**src/rtl/video_pkg.sv**
```systemverilog
// Shared video definitions: 1080p active-area constants and the block-move FSM encoding.
package video_pkg;

  localparam int H_ACT_1080P = 1920;
  localparam int V_ACT_1080P = 1080;
  localparam int H_TOT_1080P = 2200;
  localparam int V_TOT_1080P = 1125;

  typedef enum logic [2:0] {
    S_IDLE,
    S_COUNT,
    S_STEP_X,
    S_STEP_Y,
    S_COMMIT
  } move_state_e;

endpackage

```
**src/rtl/bounce_axis.sv**
```systemverilog
// One axis of block motion: step pos by STEP in direction dir (0 = +, 1 = -), clamping at 0 / LIMIT.
module bounce_axis #(
  parameter int BITS  = 12,
  parameter int LIMIT = 1820,
  parameter int STEP  = 4
) (
  input  logic [BITS-1:0] pos,
  input  logic            dir,
  output logic [BITS-1:0] next_pos,
  output logic            next_dir,
  output logic            hit
);

  localparam logic [BITS:0]   LIM_W  = (BITS+1)'(LIMIT);
  localparam logic [BITS:0]   STEP_W = (BITS+1)'(STEP);
  localparam logic [BITS-1:0] STEP_N = BITS'(STEP);

  logic [BITS:0] pos_w;
  logic [BITS:0] sum;

  // One extra bit so pos+STEP near the top of the range cannot wrap.
  always_comb begin
    pos_w    = {1'b0, pos};
    sum      = pos_w + STEP_W;
    next_pos = pos;
    next_dir = dir;
    hit      = 1'b0;
    if (!dir) begin
      if (sum >= LIM_W) begin
        next_pos = LIM_W[BITS-1:0];
        next_dir = 1'b1;
        hit      = 1'b1;
      end else begin
        next_pos = sum[BITS-1:0];
      end
    end else begin
      if (pos_w <= STEP_W) begin
        next_pos = '0;
        next_dir = 1'b0;
        hit      = 1'b1;
      end else begin
        next_pos = pos - STEP_N;
      end
    end
  end

endmodule

```
**src/rtl/block_move_ctrl.sv**
```systemverilog
// Per-frame block motion sequencer plus per-pixel inside-block flag for the HDMI demo pixel mux.
module block_move_ctrl
  import video_pkg::*;
#(
  parameter int X_BITS    = 12,
  parameter int Y_BITS    = 12,
  parameter int H_ACT     = H_ACT_1080P,
  parameter int V_ACT     = V_ACT_1080P,
  parameter int BLOCK_W   = 100,
  parameter int BLOCK_H   = 100,
  parameter int STEP_X    = 4,
  parameter int STEP_Y    = 2,
  parameter int FRAME_DIV = 1
) (
  input  logic              pix_clk,
  input  logic              rst,
  input  logic              vs_in,
  input  logic [X_BITS-1:0] act_x,
  input  logic [Y_BITS-1:0] act_y,
  input  logic              pause,
  output logic [X_BITS-1:0] block_x,
  output logic [Y_BITS-1:0] block_y,
  output logic [2:0]        color_idx,
  output logic              in_block,
  output logic              update_busy
);

  localparam int                FC_W    = (FRAME_DIV > 1) ? $clog2(FRAME_DIV) : 1;
  localparam logic [FC_W-1:0]   FC_LAST = FC_W'(FRAME_DIV - 1);
  localparam logic [X_BITS:0]   BW      = (X_BITS+1)'(BLOCK_W);
  localparam logic [Y_BITS:0]   BH      = (Y_BITS+1)'(BLOCK_H);

  move_state_e       state;
  logic              vs_d;
  logic [FC_W-1:0]   frame_cnt;
  logic              dir_x, dir_y;
  logic [X_BITS-1:0] pend_x;
  logic [Y_BITS-1:0] pend_y;
  logic              pend_dx, pend_dy, hit_x, hit_y;
  logic [X_BITS-1:0] nx;
  logic [Y_BITS-1:0] ny;
  logic              ndx, ndy, hx, hy;
  logic              frame_ev, in_win;

  bounce_axis #(.BITS(X_BITS), .LIMIT(H_ACT - BLOCK_W), .STEP(STEP_X)) u_axis_x (
    .pos(block_x), .dir(dir_x), .next_pos(nx), .next_dir(ndx), .hit(hx)
  );

  bounce_axis #(.BITS(Y_BITS), .LIMIT(V_ACT - BLOCK_H), .STEP(STEP_Y)) u_axis_y (
    .pos(block_y), .dir(dir_y), .next_pos(ny), .next_dir(ndy), .hit(hy)
  );

  assign frame_ev    = vs_in & ~vs_d;
  assign update_busy = (state != S_IDLE);

  always_comb begin
    in_win = (act_x >= block_x) && ({1'b0, act_x} < ({1'b0, block_x} + BW)) &&
             (act_y >= block_y) && ({1'b0, act_y} < ({1'b0, block_y} + BH));
  end

  // Step results are held in pend_* and only become visible in S_COMMIT, so a reset mid-update leaves nothing half-applied.
  always_ff @(posedge pix_clk) begin
    if (rst) begin
      state     <= S_IDLE;
      vs_d      <= 1'b0;
      frame_cnt <= '0;
      block_x   <= '0;
      block_y   <= '0;
      dir_x     <= 1'b0;
      dir_y     <= 1'b0;
      pend_x    <= '0;
      pend_y    <= '0;
      pend_dx   <= 1'b0;
      pend_dy   <= 1'b0;
      hit_x     <= 1'b0;
      hit_y     <= 1'b0;
      color_idx <= 3'd0;
      in_block  <= 1'b0;
    end else begin
      vs_d     <= vs_in;
      in_block <= in_win;
      case (state)
        S_IDLE: if (frame_ev) state <= S_COUNT;
        S_COUNT: begin
          if (pause) begin
            state <= S_IDLE;
          end else if (frame_cnt == FC_LAST) begin
            frame_cnt <= '0;
            state     <= S_STEP_X;
          end else begin
            frame_cnt <= frame_cnt + 1'b1;
            state     <= S_IDLE;
          end
        end
        S_STEP_X: begin
          pend_x  <= nx;
          pend_dx <= ndx;
          hit_x   <= hx;
          state   <= S_STEP_Y;
        end
        S_STEP_Y: begin
          pend_y  <= ny;
          pend_dy <= ndy;
          hit_y   <= hy;
          state   <= S_COMMIT;
        end
        S_COMMIT: begin
          block_x <= pend_x;
          block_y <= pend_y;
          dir_x   <= pend_dx;
          dir_y   <= pend_dy;
          if (hit_x | hit_y) color_idx <= color_idx + 3'd1;
          hit_x   <= 1'b0;
          hit_y   <= 1'b0;
          state   <= S_IDLE;
        end
        default: state <= S_IDLE;
      endcase
    end
  end

endmodule

```
**config.mk**
```make
export PLATFORM = sky130hd
export DESIGN_NAME = block_move_ctrl
export DESIGN_NICKNAME = d
export VERILOG_FILES = /design/src/rtl/video_pkg.sv /design/src/rtl/bounce_axis.sv /design/src/rtl/block_move_ctrl.sv
export SDC_FILE = /design/constraint.sdc
export NUM_CORES = 1
export LEC_CHECK = 0
export ABC_AREA = 1
export ABC_CLOCK_PERIOD_IN_PS = 2500
export BUFFER_PORTS_ARGS = -buffer_cell sky130_fd_sc_hd__clkbuf_2
export CAP_MARGIN = 20
export CORE_UTILIZATION = 55
export CTS_BUF_LIST = sky130_fd_sc_hd__clkbuf_16
export CTS_CLUSTER_DIAMETER = 100
export DETAILED_ROUTE_END_ITERATION = 8
export PLACE_DENSITY = 0.76
export SYNTH_ARGS = -nofsm -noshare
export SYNTH_HDL_FRONTEND = slang
export SYNTH_SLANG_ARGS = --single-unit
```
**constraint.sdc**
```tcl
create_clock -name pix_clk -period 2.5 [get_ports pix_clk]
set_input_delay 0.625 -clock pix_clk [delete_from_list [all_inputs] [get_ports pix_clk]]
set_output_delay 0.625 -clock pix_clk [all_outputs]
set_load 0.05 [all_outputs]
```
==> flow_metrics.tcl <==
set metrics [dict create \
    status "complete, no violations" \
    multi_input_area_um2 3030 \
    p_leak_nw 2.60 \
    finalCoreUtilization_pct 64.8 \
    vdd_drop_max_mv 0.401 \
    die_w_um 94.5 \
    syn_nets 766 \
    hp-class "register to register" \
    cts_tree "yes" \
    grt_pass1_wl_um 20600 \
    routabilityCongestion 0.966 \
    synth_ff_type "dfxtp_1" \
    yosys_warnings 0 \
    synth_area_leaders "dfxtp_1 26%, ha_1 15%, nand2_1 10%" \
    synth_top_cell_area_share_pct 26.4 \
    r2r-start "block_y[2]" \
    critPathLaunchType "register" \
    dieArea_um2 8930 \
    postCtsSetupRepairBufs 0 \
    period_minus_slack_ns 2.25 \
    clkTransAtPathRegs_ns 0.06 \
    htreeDepth 3 \
    dpl.hpwl_um 9590 \
    core-area_um2 8260 \
    rsz0062_at_grt "no" \
    ioPinCount 57 \
    max_stage_delay_ns 0.44 \
    clockBufferDepth 2 \
    worst_pin_slew_ns 0.739 \
    grt_pass1_vias 4428 \
    startpoint "block_y[2]" \
    clock_latency_ns 0.33 \
    crit_chain "inv_1, o21ai_0, nand2_1, xor2_1, ha_1, nand4_1, nor4_1, nand2_1, nand2_1, nor2_1" \
    crit_family "simple AND/OR/NAND/NOR gates" \
    yosysUniqueCellTypes 39 \
    fin_total_pwr_mw 2.43 \
    endpoint "in_block" \
    path_buf_inv 1 \
    syn-cell-area_um2 4710 \
    num_vias 4749 \
    cp.depth 10 \
    via_per_inst 5.60 \
    drv_slew 0 \
    setup_viol 0 \
    num_rows 33 \
    ys_seq_area_share_pct 26.4 \
    final_antenna_net_count 0 \
    grt_overflow_total 0 \
    max-slew-margin-rel_pct 50.6 \
    drive_gt1_share_pct 17.2 \
    numCtsBuffers 9 \
    cp_slowest_cell "dfxtp_1" \
    syn_avg_cell_area_um2 6.89 \
    fin_area_um2 5360 \
    fmax_ghz 0.445 \
    final_nets 821 \
    synth_seq_cells 62 \
    port_buffers 56 \
    routed_wl_um 12400 \
    synth_edf_count 0 \
    regArea_um2 1240 \
    firstDrtPassIters 5 \
    holdBufCountCts 0 \
    end_kind "register" \
    wire_per_inst_um 14.6 \
    crit_path_frequent_cell "nand2_1" \
    n_fill_cell 746 \
    syn_inst 683 \
    start_util_pct 57.0 \
    tns_ns 0 \
    period_share_pct 89.9 \
    worstSetupPathType "register to register" \
    finalHoldViolCount 0 \
    cp.required_ns 2.73 \
    max_cap_violations 0 \
    critPathMaxFanout 8 \
    synthArstFlopShare_pct 0 \
    yosys.area.top_type "dfxtp_1" \
    diodes 0 \
    drcViolationCount 0 \
    rrSetupSlack_ns 0.25 \
    grt_usage_pct 29.4 \
    dr.first_iter.drc_count 329 \
    antenna_found_initial 0 \
    crit_arrival_ns 2.47 \
    dpl_cell_area_um2 5080 \
    cts.sink_count 62 \
    clock-root-buffer "clkbuf_16" \
    reg2reg_depth 10 \
    skew_ns 0.00461 \
    grt_max_degree 27 \
    die_h_um 94.5 \
    powerDensity_nw_per_um2 455 \
    ctsResizeCount 0 \
    layout-area-overhead-vs-synth_pct 13.7 \
    rr_endpoint "in_block" \
]
==> worst reg2reg max path, stage by stage (launching register included) <==
cell	delay (ns)
dfxtp_1	0.44
inv_1	0.20
o21ai_0	0.41
nand2_1	0.12
xor2_1	0.16
ha_1	0.30
nand4_1	0.12
nor4_1	0.19
nand2_1	0.08
nand2_1	0.08
nor2_1	0.04
==> layout make-up <==
cell class	count	share of cell area [%]
multi-input cells	514	56.6
flip-flops and latches	62	23.2
repair buffers	66	6.64
inverters	85	6.00
clock buffers	9	4.21
well taps	105	2.45
clock inverters	7	0.911
==> per-layer routing <==
layer / up-vias / track usage, % / wire, um
li1: 2363 / - / -
met1: 2200 / 41.2 / 6010
met5: - / 0 / 0
met3: 16 / 5.72 / 708
met4: 0 / 9.09 / 148
met2: 170 / 45.4 / 5530
==> cell usage in the layout, fill, tap and decap left out, types with 5 or more instances in the layout <==
master	synthesis	routed
nor2_1	66	66
clkbuf_2	0	56
a21oi_1	67	67
inv_1	71	71
inv_2	11	11
nand3_1	40	40
dfxtp_1	62	62
nand2_1	126	126
ha_1	55	55
buf_4	7	10
o21ai_0	54	54
nand4_1	11	11
o21ai_2	5	5
clkbuf_16	0	9
xor2_1	28	28
o21ai_1	6	6
nand2_2	13	13
nor3_1	5	5
==> flip-flops by register name (all words and copies together) (netlist names) <==
| name | cells |
|---|---|
| pend_x | 12 |
| dir_y | 1 |
| hit_y | 1 |
| vs_d | 1 |
| block_x | 12 |
| pend_y | 12 |
| hit_x | 1 |
| state | 3 |
| dir_x | 1 |
| color_idx | 3 |
| block_y | 12 |
| pend_dy | 1 |
| in_block | 1 |
| pend_dx | 1 |
==> power by group <==
group | leakage (nW) | internal, mW | switching, mW
Combinational | 1.98 | 0.100 | 0.167
Sequential | 0.501 | 1.01 | 0.0131
Clock | 0.125 | 0.669 | 0.478
==> cells by family after synthesis <==
family                   Yosys count  synth area share [%]
multiplexers                       1                 0.213
flip-flops                        62                  26.4
adder cells (fa/ha/maj)           55                  14.6
XOR/XNOR                          30                  5.58
AND/OR/NAND/NOR                  281                  27.2
AO/OA/AOI/OAI                    147                  16.8
buffers and inverters            107                  9.25
==> cell usage after synthesis (3+ instances only) <==
master	instances
nor4_1	4
nand4_1	11
inv_1	71
a211oi_1	4
xor2_1	28
clkbuf_1	10
buf_2	4
nand3_2	4
nor2_1	66
o21ai_2	5
nor2_2	3
nand3_1	40
a21oi_1	67
dfxtp_1	62
buf_4	7
nor3_1	5
ha_1	55
o21ai_1	6
nand2_2	13
nor2_4	3
o21ai_0	54
nand2_1	126
inv_2	11
==> how the worst min path moves through the flow <==
stage | slack [ns] | from | end | cells past startpoint
finish | 0.46 | pend_x[1] | pend_x[1] | 2
global route | 0.48 | pend_x[1] | pend_x[1] | 2
CTS | 0.47 | pend_x[1] | pend_x[1] | 2
detailed placement | 0.46 | pend_x[1] | pend_x[1] | 2
global placement | 0.45 | pend_x[0] | pend_x[0] | 2
floorplan | 0.44 | pend_dx | pend_dx | 2
==> per-stage QoR <==
stage,hold WS [ns],instances,worst slack (ns)
floorplan,0.442,683,0.0969
global placement,0.449,832,0.388
detailed placement,0.458,832,0.308
CTS,0.467,848,0.286
global route,0.482,848,0.0786
finish,0.461,848,0.252
Note: power is estimated with default switching activity, not from simulation.
